===== config.mk =====
export PLATFORM = sky130hd
export DESIGN_NAME = car_sensor
export DESIGN_NICKNAME = d
export VERILOG_FILES = /design/src/rtl/car_sensor.sv
export SDC_FILE = /design/constraint.sdc
export NUM_CORES = 1
export LEC_CHECK = 0
export CAP_MARGIN = 30
export CORE_MARGIN = 4
export CORE_UTILIZATION = 40
export DETAILED_ROUTE_END_ITERATION = 10
export DONT_BUFFER_PORTS = 1
export GPL_TIMING_DRIVEN = 0
export PLACE_DENSITY = 0.58
export SYNTH_ARGS = -nofsm -noshare
export SYNTH_HDL_FRONTEND = slang
export SYNTH_SLANG_ARGS = --single-unit
export TNS_END_PERCENT = 5

===== constraint.sdc =====
create_clock -name clk -period 2.65 [get_ports clk]
set_input_delay 0.1325 -clock clk [delete_from_list [all_inputs] [get_ports clk]]
set_output_delay 0.1325 -clock clk [all_outputs]
set_load 0.005 [all_outputs]

===== src/rtl/car_sensor.sv =====
// Prospect loop detector: 2-flop sync, debounce, and queued-car request FSM for the stoplight controller.
// Optional stuck-sensor detection (sticky fault, forces car_present) is built when CAR_SENSOR_STUCK_DET_EN is defined.
module car_sensor #(
    parameter int DEBOUNCE    = 4,
    parameter int STUCK_LIMIT = 1024
) (
    input  logic       clk,
    input  logic       rst,
    input  logic       sensor_raw,
    input  logic [2:0] light_pros,
    output logic       car_present,
    output logic [3:0] car_count,
    output logic       sensor_fault
);
    localparam logic [1:0] IDLE  = 2'd0;
    localparam logic [1:0] WAIT  = 2'd1;
    localparam logic [1:0] SERVE = 2'd2;
    localparam logic [7:0] DEB_LAST = 8'(DEBOUNCE - 1);

    logic       s1, s2, deb;
    logic [7:0] deb_cnt;
    logic [1:0] state;
    logic       green;
    logic       arrival;

    assign green   = (light_pros == 3'b100);
    // Rising debounce update; coincides with the edge that sets deb.
    assign arrival = s2 && !deb && (deb_cnt == DEB_LAST);

    always_ff @(posedge clk) begin
        if (rst) begin
            s1      <= 1'b0;
            s2      <= 1'b0;
            deb     <= 1'b0;
            deb_cnt <= 8'd0;
        end else begin
            s1 <= sensor_raw;
            s2 <= s1;
            if (s2 == deb) begin
                deb_cnt <= 8'd0;
            end else if (deb_cnt == DEB_LAST) begin
                deb     <= s2;
                deb_cnt <= 8'd0;
            end else begin
                deb_cnt <= deb_cnt + 8'd1;
            end
        end
    end

    always_ff @(posedge clk) begin
        if (rst) begin
            state     <= IDLE;
            car_count <= 4'd0;
        end else begin
            case (state)
                IDLE: begin
                    if (green) begin
                        state <= SERVE;
                    end else if (arrival) begin
                        state     <= WAIT;
                        car_count <= 4'd1;
                    end
                end
                WAIT: begin
                    if (green) begin
                        state     <= SERVE;
                        car_count <= 4'd0;
                    end else if (arrival && car_count != 4'd15) begin
                        car_count <= car_count + 4'd1;
                    end
                end
                SERVE: begin
                    // A car still on the loop when green ends is already waiting.
                    if (!green) begin
                        if (deb) begin
                            state     <= WAIT;
                            car_count <= 4'd1;
                        end else begin
                            state <= IDLE;
                        end
                    end
                end
                default: begin
                    state     <= IDLE;
                    car_count <= 4'd0;
                end
            endcase
        end
    end

`ifdef CAR_SENSOR_STUCK_DET_EN
    logic [15:0] stuck_cnt;
    logic [15:0] stuck_next;

    assign stuck_next = !deb ? 16'd0 :
                        (stuck_cnt == 16'hFFFF) ? stuck_cnt : stuck_cnt + 16'd1;

    always_ff @(posedge clk) begin
        if (rst) begin
            stuck_cnt    <= 16'd0;
            sensor_fault <= 1'b0;
        end else begin
            stuck_cnt <= stuck_next;
            if (stuck_next == 16'(STUCK_LIMIT)) begin
                sensor_fault <= 1'b1;
            end
        end
    end

    // Fail-safe: a stuck loop keeps requesting green so Prospect still cycles.
    assign car_present = (state == WAIT) || sensor_fault;
`else
    assign sensor_fault = 1'b0;
    assign car_present  = (state == WAIT);
`endif

endmodule


## Word-level counts from Yosys, hierarchy flattened

Cells that the tools add are included.

- Register bits after elaboration: 17
- Bits of input ports: 6
- Output and inout port bits: 6
- Word-level logic and storage cells: 44

- Add/subtract/negate cells: 2
- Eq/ne operators: 13
- Mux-type cells: 13
- Bitwise gates (word level): 1
- Reduce and logical (&&, ||, !) cells: 9

Operators by type and width:

| kind | count |
|---|---|
| $mux W4 | 6 |
| $pmux W4 S3 | 1 |
| $add A8 B1 Y8 const B | 1 |
| $eq A8 B2 Y1 const B | 1 |
| $mux W2 | 4 |
| $ne A2 B2 Y1 const B | 4 |
| $pmux W2 S3 | 1 |
| $reduce_and A5 Y1 | 1 |
| $add A4 B1 Y4 const B | 1 |
| $ne A4 B4 Y1 const B | 1 |
| $eq A3 B3 Y1 const B | 1 |
| $logic_and A1 B1 Y1 | 3 |
| $ne A3 B1 Y1 const B | 1 |
| $ne A3 B3 Y1 const B | 1 |
| $reduce_and A3 Y1 | 1 |
| $reduce_or A3 Y1 | 1 |
| $eq A2 B1 Y1 const B | 1 |
| $eq A2 B2 Y1 const B | 1 |
| $logic_not A2 Y1 | 1 |
| $ne A2 B1 Y1 const B | 1 |
| $reduce_and A2 Y1 | 1 |
| $eq A1 B1 Y1 | 1 |
| $logic_not A1 Y1 | 1 |
| $mux W1 | 1 |
| $not A1 Y1 | 1 |

## Depth between registers and ports, before layout

- Depth after elaboration: 7
- Gate-level depth with buffers: 6
- Depth with buffers taken out: 6

## Least setup slack after synthesis

Ideal clock, no wire load.

- Kind: register -> register
- From: register deb_cnt[0]
- To: register car_count[2]
- Library setup time: 117 ps
- Arrival: 1875 ps
- Setup slack: 658 ps
- Stages on the path, launching flop included: 7
- Period minus slack after synthesis: 1992 ps
- Cell sequence: dfxtp_1 -> ha_1 -> or4b_4 -> buf_6 -> a311oi_4 -> o22ai_2 -> a32o_1

- Cells in the longest elaborated chain, start to end: 5

RTL lines:

| item | RTL line | RTL |
|---|---|---|
| start, declared | 21 | `logic [7:0] deb_cnt;` |
| start signal, assigned | 45 | `deb_cnt <= deb_cnt + 8'd1;` |
| $eq A8 B2 Y1 * | 28 | `assign arrival = s2 && !deb && (deb_cnt == DEB_LAST);` |
| $logic_and A1 B1 Y1 * | 28 |  |
| $logic_and A1 B1 Y1 | 68 | `end else if (arrival && car_count != 4'd15) begin` |
| $ne A3 B1 Y1 (no source line) | -- |  |
| $reduce_and A5 Y1 (no source line) * | -- |  |
| end signal, assigned | 69 | `car_count <= car_count + 4'd1;` |
| end, declared | 12 | `output logic [3:0] car_count,` |

Every way passes the cells marked *; elsewhere a longest branch is shown, timed or not.
A chain may end at the register's enable or synchronous reset.

## Worst setup path in the final report

Same ends and word-level chain as after synthesis.

==> metrics.md <==
| Metric | Value |
|---|---|
| Area Growth Syn to Fin | `9.716%` |
| Sw frac | `0.2369` |
| # DRC | `0` |
| PortBufs | `0` |
| Post-DR vias/cell | `roughly 5.1` |
| Largest net degree at the start of global routing | `11` |
| Antenna cells | `0` |
| Max-slew headroom | `0.6098` |
| Gr usage total | `0.1233` |
| Number of DRC markers in iteration 0 | `8` |
| IO Count | `12` |
| Post-synthesis mux area share | `0.02392` |
| Total negative setup slack | `0 ns` |
| Hold Violations, Final | `0` |
| Synth area leaders | `dfxtp_1 (41%), nor2_1 (5.4%), xor2_1 (5.2%), ha_1 (4.5%), nand3_1 (3.6%)` |
| Layout cells sized above 1 | `0.1277` |
| Clock tree buffer depth | `2` |
| Arr. time, crit path | `~2.4 ns` |
| Largest family of logic cells by synthesized area | `simple AND/OR/NAND/NOR gates` |
| Met2 wire length | `slightly above 600 um` |
| Count of final setup violators | `0` |
| DIE AREA | `between 0.002 and 0.003 mm^2` |
| Syn nets | `between 90 and 100` |
| Die X | `53.75 um` |
| Register clock-pin slew on the reported worst setup and hold paths | `around 0.11 ns` |
| Drt wl/cell | `roughly 12 um` |
| Highest metal used | `met4` |
| Clk sinks | `17` |
| Post-cts gate resize count | `0` |
| Comb power frac | `0.048` |
| Core area | `0.001982 mm^2` |
| 1st-pass router iterations | `4` |
| Clock Skew | `between 0.004 and 0.005 ns` |
| TritonCTS clock tree | `done` |
| Seq/Total Area, Yosys | `0.4066` |
| Max incr delay on CP | `between 0.4 and 0.5 ns` |
| Initial Util | `0.4223` |
| RSZ-0062 raised after global routing | `no` |
| Synth area leader | `dfxtp_1` |
| Clock Latency Late Sink | `0.29 ns` |
| First-pass GRT wire length | `between 2 and 3 mm` |
| Wire length on met1 | `approximately 750 um` |
| Top FF cell, synth | `dfxtp_1` |
| Sequential share of power | `0.616` |
| Routability congestion estimate | `between 0.7 and 0.8` |
| CP Capture Type | `register` |
| Placed cell areas | `870.8 um^2` |
| Crit path required time | `between 2 and 3 ns` |
| Synth async-reset ratio | `0` |
| Int Power | `approximately 0.00032 W` |
| Min-Delay Path Class | `in2reg` |
| DP Worst Slack | `between 0.5 and 0.6 ns` |
| Max_cap viols | `0` |
| Path depth of the worst reg2reg path | `6` |
| Antenna violations before repair | `0` |
| Final slew viol count | `0` |
| Site Rows | `16` |
| Design Area, Final | `~920 um^2` |
| EDFF count, synth | `0` |
| Adder-Cell Fraction of Synth Area | `0.04484` |
| Final WL | `~1.5 mm` |
| Hold Path Stages | `2` |
| H-tree depth | `1` |
| Yosys cell types | `34` |
| Mapped cell area | `~840 um^2` |
| Mean post-synth cell area | `9.512 um^2` |
| Post-synthesis xor/xnor area fraction | `0.06278` |
| Num CTS Buffers | `3` |
| Die Height | `roughly 54 um` |
| Sw power | `around 0.00010 W` |
| Ys Warns | `0` |
| Vias in the first global route | `roughly 620` |
| Grt total ovfl | `0` |
| Compound-Gate Fraction of Synth Area | `0.1644` |
| Peak VDD IR | `between 0.2 and 0.25 mV` |
| Tcrit/Tclk final | `0.8122` |
| Post-Syn Instances | `between 80 and 90` |
| Setup WS post-layout | `between 0.4 and 0.5 ns` |
| Synth Area in Simple Gates | `0.2436` |
| Root Buffer | `clkbuf_4` |
| Final #Nets | `104` |
| Via count | `between 600 and 700` |
| Layout Utilization | `0.4634` |
| Status | `finished clean` |
| Clock power share | `0.337` |
| Count of state elements after synthesis | `17` |
| Critical path, cell by cell | `ha_1 -> or4b_4 -> buf_6 -> a311oi_4 -> o22ai_2 -> a32o_1` |
| Leakage power | `0.3504 nW` |
| Fin crit period | `around 2.2 ns` |
| Worst slew pin tran | `between 0.5 and 0.6 ns` |
| Power Density | `about 460 mW/mm^2` |
| Final Hold Slack | `roughly 0.0033 ns` |
| Synth top area share | `0.4066` |
| DRT antenna net count | `0` |
| WS Path Type | `reg2reg` |
| Peak Freq | `464.6 MHz` |
| Critical path's slowest cell | `or4b_4` |
| Met3 wire length | `64 um` |
| Startpoint Class | `register` |
| Crit Path Max Fanout | `7` |
[path summary, 6_finish.rpt]
check                                           start                         to  slack (ns)
worst max-delay path            deb_cnt[0]$_SDFF_PP0_  car_count[2]$_SDFFE_PP0P_        0.50
worst min-delay path                              rst      state[0]$_SDFFE_PP0P_       0.003
worst max register to register  deb_cnt[0]$_SDFF_PP0_  car_count[2]$_SDFFE_PP0P_        0.50
worst min register to register          s1$_SDFF_PP0_              s2$_SDFF_PP0_        0.46
[sequential cells by signal (all words and copies together), names as in the netlist]
signal and cells:
car_count 4, s2 1, state 2, deb_cnt 8
s1 1, deb 1
[stage by stage]
| step | power [W] | cells |
|---|---|---|
| 4_1_cts | 0.0004295 | 121 |
| 5_1_grt | 0.0004415 | 121 |
| 3_3_place_gp | 0.0002846 | 115 |
| 6_report | 0.0004257 | 121 |
| 2_1_floorplan | 0.0002817 | 88 |
| 3_5_place_dp | 0.0002850 | 115 |
[critical path: cells and delay by family, from the launching register on]
family,cells,cell delay [ns]
fa+ha+maj,1,0.25
flops,1,0.40
compound gates,3,0.78
simple gates,1,0.48
buf+inv,1,0.15
[cells in the final DEF, fill, tap and decap left out, types with 2 or more instances in the layout]
| master | Yosys | final |
|---|---|---|
| dfxtp_1 | 17 | 17 |
| nor2_1 | 12 | 12 |
| inv_1 | 6 | 6 |
| nand3_1 | 6 | 6 |
| xor2_1 | 5 | 5 |
| nand2_1 | 4 | 4 |
| nor2b_1 | 3 | 3 |
| and3_1 | 3 | 3 |
| ha_1 | 3 | 3 |
| clkbuf_4 | 0 | 3 |
| or3_1 | 2 | 2 |
| mux2i_1 | 2 | 2 |
| o21ai_0 | 2 | 2 |
| a32o_1 | 2 | 2 |
| dlygate4sd3_1 | 0 | 2 |
[cells in the mapped netlist (2+ instances only)]
| cell type | n |
|---|---|
| a32o_1 | 2 |
| and3_1 | 3 |
| dfxtp_1 | 17 |
| ha_1 | 3 |
| inv_1 | 6 |
| mux2i_1 | 2 |
| nand2_1 | 4 |
| nand3_1 | 6 |
| nor2_1 | 12 |
| nor2b_1 | 3 |
| o21ai_0 | 2 |
| or3_1 | 2 |
| xor2_1 | 5 |
[cell type report]
class,count,area (um^2)
Multi-Input combinational cell,63,455.4
Fill cell,198,1064
Inverter,6,22.52
Buffer,2,18.77
Clock inverter,1,5.005
Timing Repair Buffer,2,20.02
Sequential cell,17,340.3
Clock buffer,3,22.52
Tap cell,27,33.78
[routing by layer]
metal  up-vias  GRT usage
li1        326          -
met1       280     0.1628
met2         9     0.1855
met5         -          0
met4         0    0.06383
met3         4    0.02770
[repair_timing]
item                       4_1_cts  5_1_grt
setup buffers                    0        0
hold buffers                     2        0
setup endpoints to repair        0        0
hold endpoints to repair         5        0
[cells by family after synthesis]
logic type | count (synthesis)
buffers and inverters | 8
multiplexers | 2
other | 1
adder cells (fa/ha/maj) | 3
AND/OR/NAND/NOR | 37
flip-flops | 17
XOR/XNOR | 6
AO/OA/AOI/OAI | 14
[power groups by stage]
stage / Sequential (W) / Combinational (W) / Clock (W)
CTS: 0.000262 / 0.0000204 / 0.000147
global route: 0.000263 / 0.0000230 / 0.000156
global placement: 0.000268 / 0.0000167 / 0
finish: 0.000262 / 0.0000202 / 0.000143
detailed placement: 0.000268 / 0.0000170 / 0
floorplan: 0.000267 / 0.0000146 / 0
Note: power is estimated with default switching activity, not from simulation.
